[src/rtl/mmio_pkg.sv]
// MMIO window offsets shared by the store and read sides, plus the store-kind decode.
package mmio_pkg;

  localparam logic [7:0] OFF_TX_DATA  = 8'h08;
  localparam logic [7:0] OFF_CNT_CLR  = 8'h18;
  localparam logic [7:0] OFF_STAT_CLR = 8'h1C;
  localparam logic [7:0] OFF_LED      = 8'h30;

  typedef enum logic [2:0] {
    ST_NONE,
    ST_TX,
    ST_CNT_CLR,
    ST_STAT_CLR,
    ST_LED
  } store_kind_e;

  // Word-aligned decode; the two byte-lane bits of the offset are ignored.
  function automatic store_kind_e decode_store(input logic [7:0] addr);
    logic [7:0] off;
    off = {addr[7:2], 2'b00};
    case (off)
      OFF_TX_DATA:  decode_store = ST_TX;
      OFF_CNT_CLR:  decode_store = ST_CNT_CLR;
      OFF_STAT_CLR: decode_store = ST_STAT_CLR;
      OFF_LED:      decode_store = ST_LED;
      default:      decode_store = ST_NONE;
    endcase
  endfunction

endpackage

[src/rtl/sync_fifo.sv]
// Show-ahead synchronous FIFO; dout is the head entry whenever the FIFO is non-empty.
module sync_fifo #(
  parameter int WIDTH = 8,
  parameter int DEPTH = 8
) (
  input  logic                       clk,
  input  logic                       rst_n,
  input  logic                       push,
  input  logic [WIDTH-1:0]           din,
  input  logic                       pop,
  output logic [WIDTH-1:0]           dout,
  output logic                       full,
  output logic                       empty,
  output logic [$clog2(DEPTH):0]     count
);

  localparam int AW = $clog2(DEPTH);

  logic [WIDTH-1:0] mem_q [DEPTH];
  logic [AW-1:0]    wr_ptr_q, wr_ptr_d;
  logic [AW-1:0]    rd_ptr_q, rd_ptr_d;
  logic [AW:0]      count_q, count_d;
  logic             push_ok, pop_ok;

  assign full    = (count_q == (AW+1)'(DEPTH));
  assign empty   = (count_q == '0);
  assign count   = count_q;
  // A full FIFO still takes a push when the head leaves in the same cycle.
  assign push_ok = push && (!full || pop);
  assign pop_ok  = pop && !empty;
  assign dout    = empty ? '0 : mem_q[rd_ptr_q];

  always_comb begin
    wr_ptr_d = wr_ptr_q;
    rd_ptr_d = rd_ptr_q;
    count_d  = count_q;
    if (push_ok) wr_ptr_d = wr_ptr_q + AW'(1);
    if (pop_ok)  rd_ptr_d = rd_ptr_q + AW'(1);
    case ({push_ok, pop_ok})
      2'b10:   count_d = count_q + (AW+1)'(1);
      2'b01:   count_d = count_q - (AW+1)'(1);
      default: count_d = count_q;
    endcase
  end

  always_ff @(posedge clk) begin
    if (!rst_n) begin
      wr_ptr_q <= '0;
      rd_ptr_q <= '0;
      count_q  <= '0;
    end else begin
      wr_ptr_q <= wr_ptr_d;
      rd_ptr_q <= rd_ptr_d;
      count_q  <= count_d;
    end
  end

  always_ff @(posedge clk) begin
    if (push_ok) mem_q[wr_ptr_q] <= din;
  end

endmodule

[src/rtl/mmio_store_unit.sv]
// Write side of the MMIO window: store decode, UART TX byte queue, overflow flag,
// LED register and counter-clear pulse.
module mmio_store_unit
  import mmio_pkg::*;
#(
  parameter int FIFO_DEPTH = 8,
  parameter int LED_W      = 6
) (
  input  logic             clk,
  input  logic             rst_n,
  input  logic             st_en,
  input  logic [7:0]       st_addr,
  input  logic [31:0]      st_data,
  output logic [7:0]       tx_data,
  output logic             tx_valid,
  input  logic             tx_ready,
  output logic             tx_ready_status,
  output logic             tx_overflow,
  output logic             counters_clr,
  output logic [LED_W-1:0] led
);

  localparam int AW = $clog2(FIFO_DEPTH);

  store_kind_e      kind;
  logic             fifo_full, fifo_empty, pop, push, drop;
  logic [AW:0]      fifo_count;
  logic             ovf_q, ovf_d;
  logic             clr_q, clr_d;
  logic [LED_W-1:0] led_q, led_d;
  logic             unused_bits;

  assign kind = st_en ? decode_store(st_addr) : ST_NONE;
  assign pop  = tx_valid && tx_ready;
  assign push = (kind == ST_TX);
  assign drop = push && fifo_full && !pop;

  sync_fifo #(
    .WIDTH (8),
    .DEPTH (FIFO_DEPTH)
  ) u_fifo (
    .clk   (clk),
    .rst_n (rst_n),
    .push  (push),
    .din   (st_data[7:0]),
    .pop   (pop),
    .dout  (tx_data),
    .full  (fifo_full),
    .empty (fifo_empty),
    .count (fifo_count)
  );

  assign tx_valid        = !fifo_empty;
  assign tx_ready_status = (fifo_count < (AW+1)'(FIFO_DEPTH));

  always_comb begin
    ovf_d = ovf_q;
    clr_d = (kind == ST_CNT_CLR);
    led_d = led_q;
    if (kind == ST_STAT_CLR) ovf_d = 1'b0;
    // A dropped push sets the flag even against a clear in the same cycle.
    if (drop)                ovf_d = 1'b1;
    if (kind == ST_LED)      led_d = st_data[LED_W-1:0];
  end

  always_ff @(posedge clk) begin
    if (!rst_n) begin
      ovf_q <= 1'b0;
      clr_q <= 1'b0;
      led_q <= '0;
    end else begin
      ovf_q <= ovf_d;
      clr_q <= clr_d;
      led_q <= led_d;
    end
  end

  assign tx_overflow  = ovf_q;
  assign counters_clr = clr_q;
  assign led          = led_q;

  assign unused_bits = ^{st_data[31:8]};

endmodule
[config.mk]
export PLATFORM = sky130hd
export DESIGN_NAME = mmio_store_unit
export DESIGN_NICKNAME = d
export VERILOG_FILES = /design/src/rtl/mmio_pkg.sv /design/src/rtl/sync_fifo.sv /design/src/rtl/mmio_store_unit.sv
export SDC_FILE = /design/constraint.sdc
export NUM_CORES = 1
export LEC_CHECK = 0
export CAP_MARGIN = 20
export CORE_UTILIZATION = 52
export DETAILED_ROUTE_END_ITERATION = 16
export PLACE_DENSITY = 0.75
export SETUP_SLACK_MARGIN = 0.05
export SYNTH_ARGS = -nofsm -noshare
export SYNTH_HDL_FRONTEND = slang
export SYNTH_SLANG_ARGS = --single-unit
[constraint.sdc]
create_clock -name clk -period 3.42 [get_ports clk]
set_input_delay 0.342 -clock clk [delete_from_list [all_inputs] [get_ports clk]]
set_output_delay 0.342 -clock clk [all_outputs]
set_load 0.05 [all_outputs]
==> summary.md <==
| Metric | Value |
|---|---|
| Maximum vdd ir drop | `0.2372 mV` |
| Synth async-reset ratio | `0%` |
| Critical path class | `register to register` |
| Post-Route WL | `6.112 mm` |
| Area of the mapped netlist | `3510 sq um` |
| Vias in the first global route | `1920` |
| Most frequent cells in the layout | `64 x edfxtp_1, 35 x clkdlybuf4s50_1, 21 x dfxtp_1` |
| Synthesized area per cell | `16.48 sq um` |
| Relative slew slack | `62.00%` |
| Required time worst endpoint | `3.69 ns` |
| Yosys warning count | `0` |
| Clock Tree Root | `clkbuf_8` |
| Reg2Reg Setup Slack | `0.45 ns` |
| CP Launch Point | `u_fifo.count[0]` |
| Primary FF master, synth | `edfxtp_1` |
| DR vias/cell | `5.516` |
| Clock insertion delay at the later pin of the skew report | `0.35 ns` |
| Post-synth EDFFs | `64` |
| Num CTS Buffers | `9` |
| Worst slew pin tran | `0.5683 ns` |
| Initial DRC count | `81` |
| Ant. Diodes | `0` |
| Global-route wire length before repair | `10.11 mm` |
| GRT Total Usage | `19.69%` |
| Worst hold path type | `register to register` |
| DRC | `4` |
| Worst Reg2Reg Path Length in Cells | `12` |
| Synthesized flop and latch total | `85` |
| PD cells | `442.5 nW/um^2` |
| FMAX | `336.8 MHz` |
| Max-cap violations | `0` |
| Initial antenna violation count | `0` |
| Clock Skew | `0.01175 ns` |
| Count of unique library cells instantiated by Yosys | `39` |
| Starting Density | `54.65%` |
| Violated checks | `DRC` |
| Reg2reg end | `u_fifo.count[2]` |
| Routed Antenna Nets | `0` |
| Post-CTS sizing | `0` |
| Max clock buf depth | `2` |
| RSZ-0062 raised after global routing | `no` |
| Clk sinks | `85` |
| Hold Path End | `led[0]` |
| Wire length per cell after detailed routing | `17.82 um` |
| Placer congestion estimate | `0.7274` |
| # Post-CTS Setup Buffers | `0` |
| I/O Buffers | `35` |
| TNS Setup | `0 ns` |
| Worst Slack Setup Final | `0.4511 ns` |
| GRT Residual Overflow | `0` |
| Die Area | `7082 sq um` |
| Tcrit/Tclk final | `86.81%` |
| Critical-path cell list | `or3_1 -> nor2_4 -> inv_1 -> nand2_1 -> inv_1 -> ha_1 -> xor2_1 -> ha_1 -> a21oi_1 -> xor2_1 -> or3_1 -> a21boi_0` |
| Syn-to-layout area delta | `19.96%` |
| Fin nets | `310` |
| Crit path capture type | `register` |
| Synth Area in Compound Gates | `2.424%` |
| Mux share of post-synthesis cell area | `15.12%` |
| Clk slew on worst S/H paths | `0.08 ns` |
| Reg2Reg Launch Point | `u_fifo.count[0]` |
| Startpoint types | `register` |
| Via count | `1892` |
| Fraction of the mapped netlist area in adder cells | `1.783%` |
| Post-synthesis sequential area ratio | `66.74%` |
| Final hold violation count | `0` |
| Hold-fix buffers, CTS | `0` |
| Largest family of logic cells by synthesized area | `multiplexers` |
| Post-synthesis xor/xnor area fraction | `1.747%` |
| I/O pin count | `62` |
| Core Footprint | `6422 sq um` |
| Layout cells sized above 1 | `19.55%` |
| Hold path depth | `2` |
| Most common cell after layout, fill and taps aside | `edfxtp_1` |
| Die Y | `84.16 um` |
| Detail Placement HPWL | `4.070 mm` |
| H-tree levels | `3` |
| CP max FO | `9` |
| Drt first pass iters | `10` |
| Minimum clock period | `2.969 ns` |
| Slew Viols, Final | `0` |
| Status | `complete, but fails checks` |
| Syn Nets | `262` |
| HP Start | `led[0]` |
| CP Data Arrival Time | `3.24 ns` |
| Die span in x | `84.16 um` |
| Dpl ws | `0.2568 ns` |
| Synthesized instance count | `213` |
| CTS tree | `done` |
| Row count | `29` |
| Crit path max-delay cell type | `or3_1` |
| Leakage | `1.422 nW` |
| Largest net degree at the start of global routing | `21` |
| CP peak stage delay | `0.49 ns` |
| Synth Area in Simple Gates | `10.62%` |
| Count of final setup violators | `0` |
-- critical path: cells and delay by family (launching register included) --
kind | cells | cell delay, ns
buf+inv | 2 | 0.22
fa+ha+maj | 2 | 0.47
simple gates | 4 | 1.24
flops | 1 | 0.36
compound gates | 2 | 0.34
xor+xnor | 2 | 0.27
-- worst max-delay path by stage --
| stage | to |
|---|---|
| 3_5_place_dp | u_fifo.count[2] |
| 6_report | u_fifo.count[2] |
| 5_1_grt | u_fifo.count[2] |
| 2_1_floorplan | u_fifo.count[2] |
| 4_1_cts | u_fifo.count[2] |
| 3_3_place_gp | u_fifo.count[2] |
-- layout make-up --
type                    instances  area, sq um
fillers                       470         2212
multi-input cells             114         1125
repair buffers                 46        432.9
clock inverters                 4        50.05
well taps                      77        96.34
clock buffers                  12        145.1
flip-flops and latches         85         2342
inverters                       5        18.77
-- synth_stat cells, types with 2 or more instances --
cell type / count / area (sq um)
or3_1: 2 / 12.51
mux2i_1: 17 / 170.2
ha_1: 5 / 62.56
nand3_1: 3 / 15.01
a21oi_1: 2 / 10.01
and2_1: 6 / 37.54
nand2b_1: 2 / 12.51
dfxtp_1: 21 / 420.4
nor2_1: 13 / 48.80
clkbuf_1: 6 / 22.52
xor2_1: 2 / 17.52
edfxtp_1: 64 / 1922
a21boi_0: 2 / 15.01
or3b_4: 2 / 22.52
nor4b_1: 3 / 26.28
mux4_2: 16 / 360.4
buf_2: 2 / 10.01
inv_1: 5 / 18.77
xnor2_1: 5 / 43.79
o21ai_0: 3 / 15.01
nor2b_1: 9 / 56.30
nand2_1: 6 / 22.52
-- metal layers --
metal / GRT usage (%) / part of all wire (%) / vias up / wire length [um]
li1: - / - / 914 / -
met1: 27.56 / 46 / 925 / 2787
met2: 30.33 / 49 / 45 / 2971
met3: 5.211 / 4.4 / 8 / 269
met4: 6.740 / 1.4 / 0 / 84
met5: 0 / 0 / - / 0
-- logic make-up (layout without fill, tap and decap cells) --
kind of cell    count (synthesis)  count (layout)
compound gates                 12              12
xor+xnor                        7               7
fa+ha+maj                       5               5
buf+inv                        14              67
flops                          85              85
mux                            33              33
simple gates                   57              57
-- per-stage QoR --
stage	hold WS, ns	instance area, sq um	total power, mW	instances	utilization, %
after floorplan	0.4409	3510	1.160	213	-
after global placement	0.4926	4015	1.198	327	62.52
after detailed placement	0.5115	4015	1.200	327	62.52
after CTS	0.5293	4210	1.876	343	65.56
after global routing	0.5551	4210	1.929	343	65.56
final	0.5211	4210	1.863	343	65.56
-- where the power goes --
part	switching, mW	internal (mW)	leakage [nW]	total (mW)
Combinational	0.0358	0.0319	0.585	0.0678
Clock	0.330	0.357	0.0926	0.687
Sequential	0.000940	1.11	0.744	1.11
-- flip-flops by register name (all words and copies together) (netlist names), named ones only --
register and cells:
u_fifo.wr_ptr_q 3, u_fifo.count 4, led 6, tx_overflow 1
u_fifo.rd_ptr_q 3, u_fifo.mem_q 64, counters_clr 1
(Power assumes the default switching activity.)
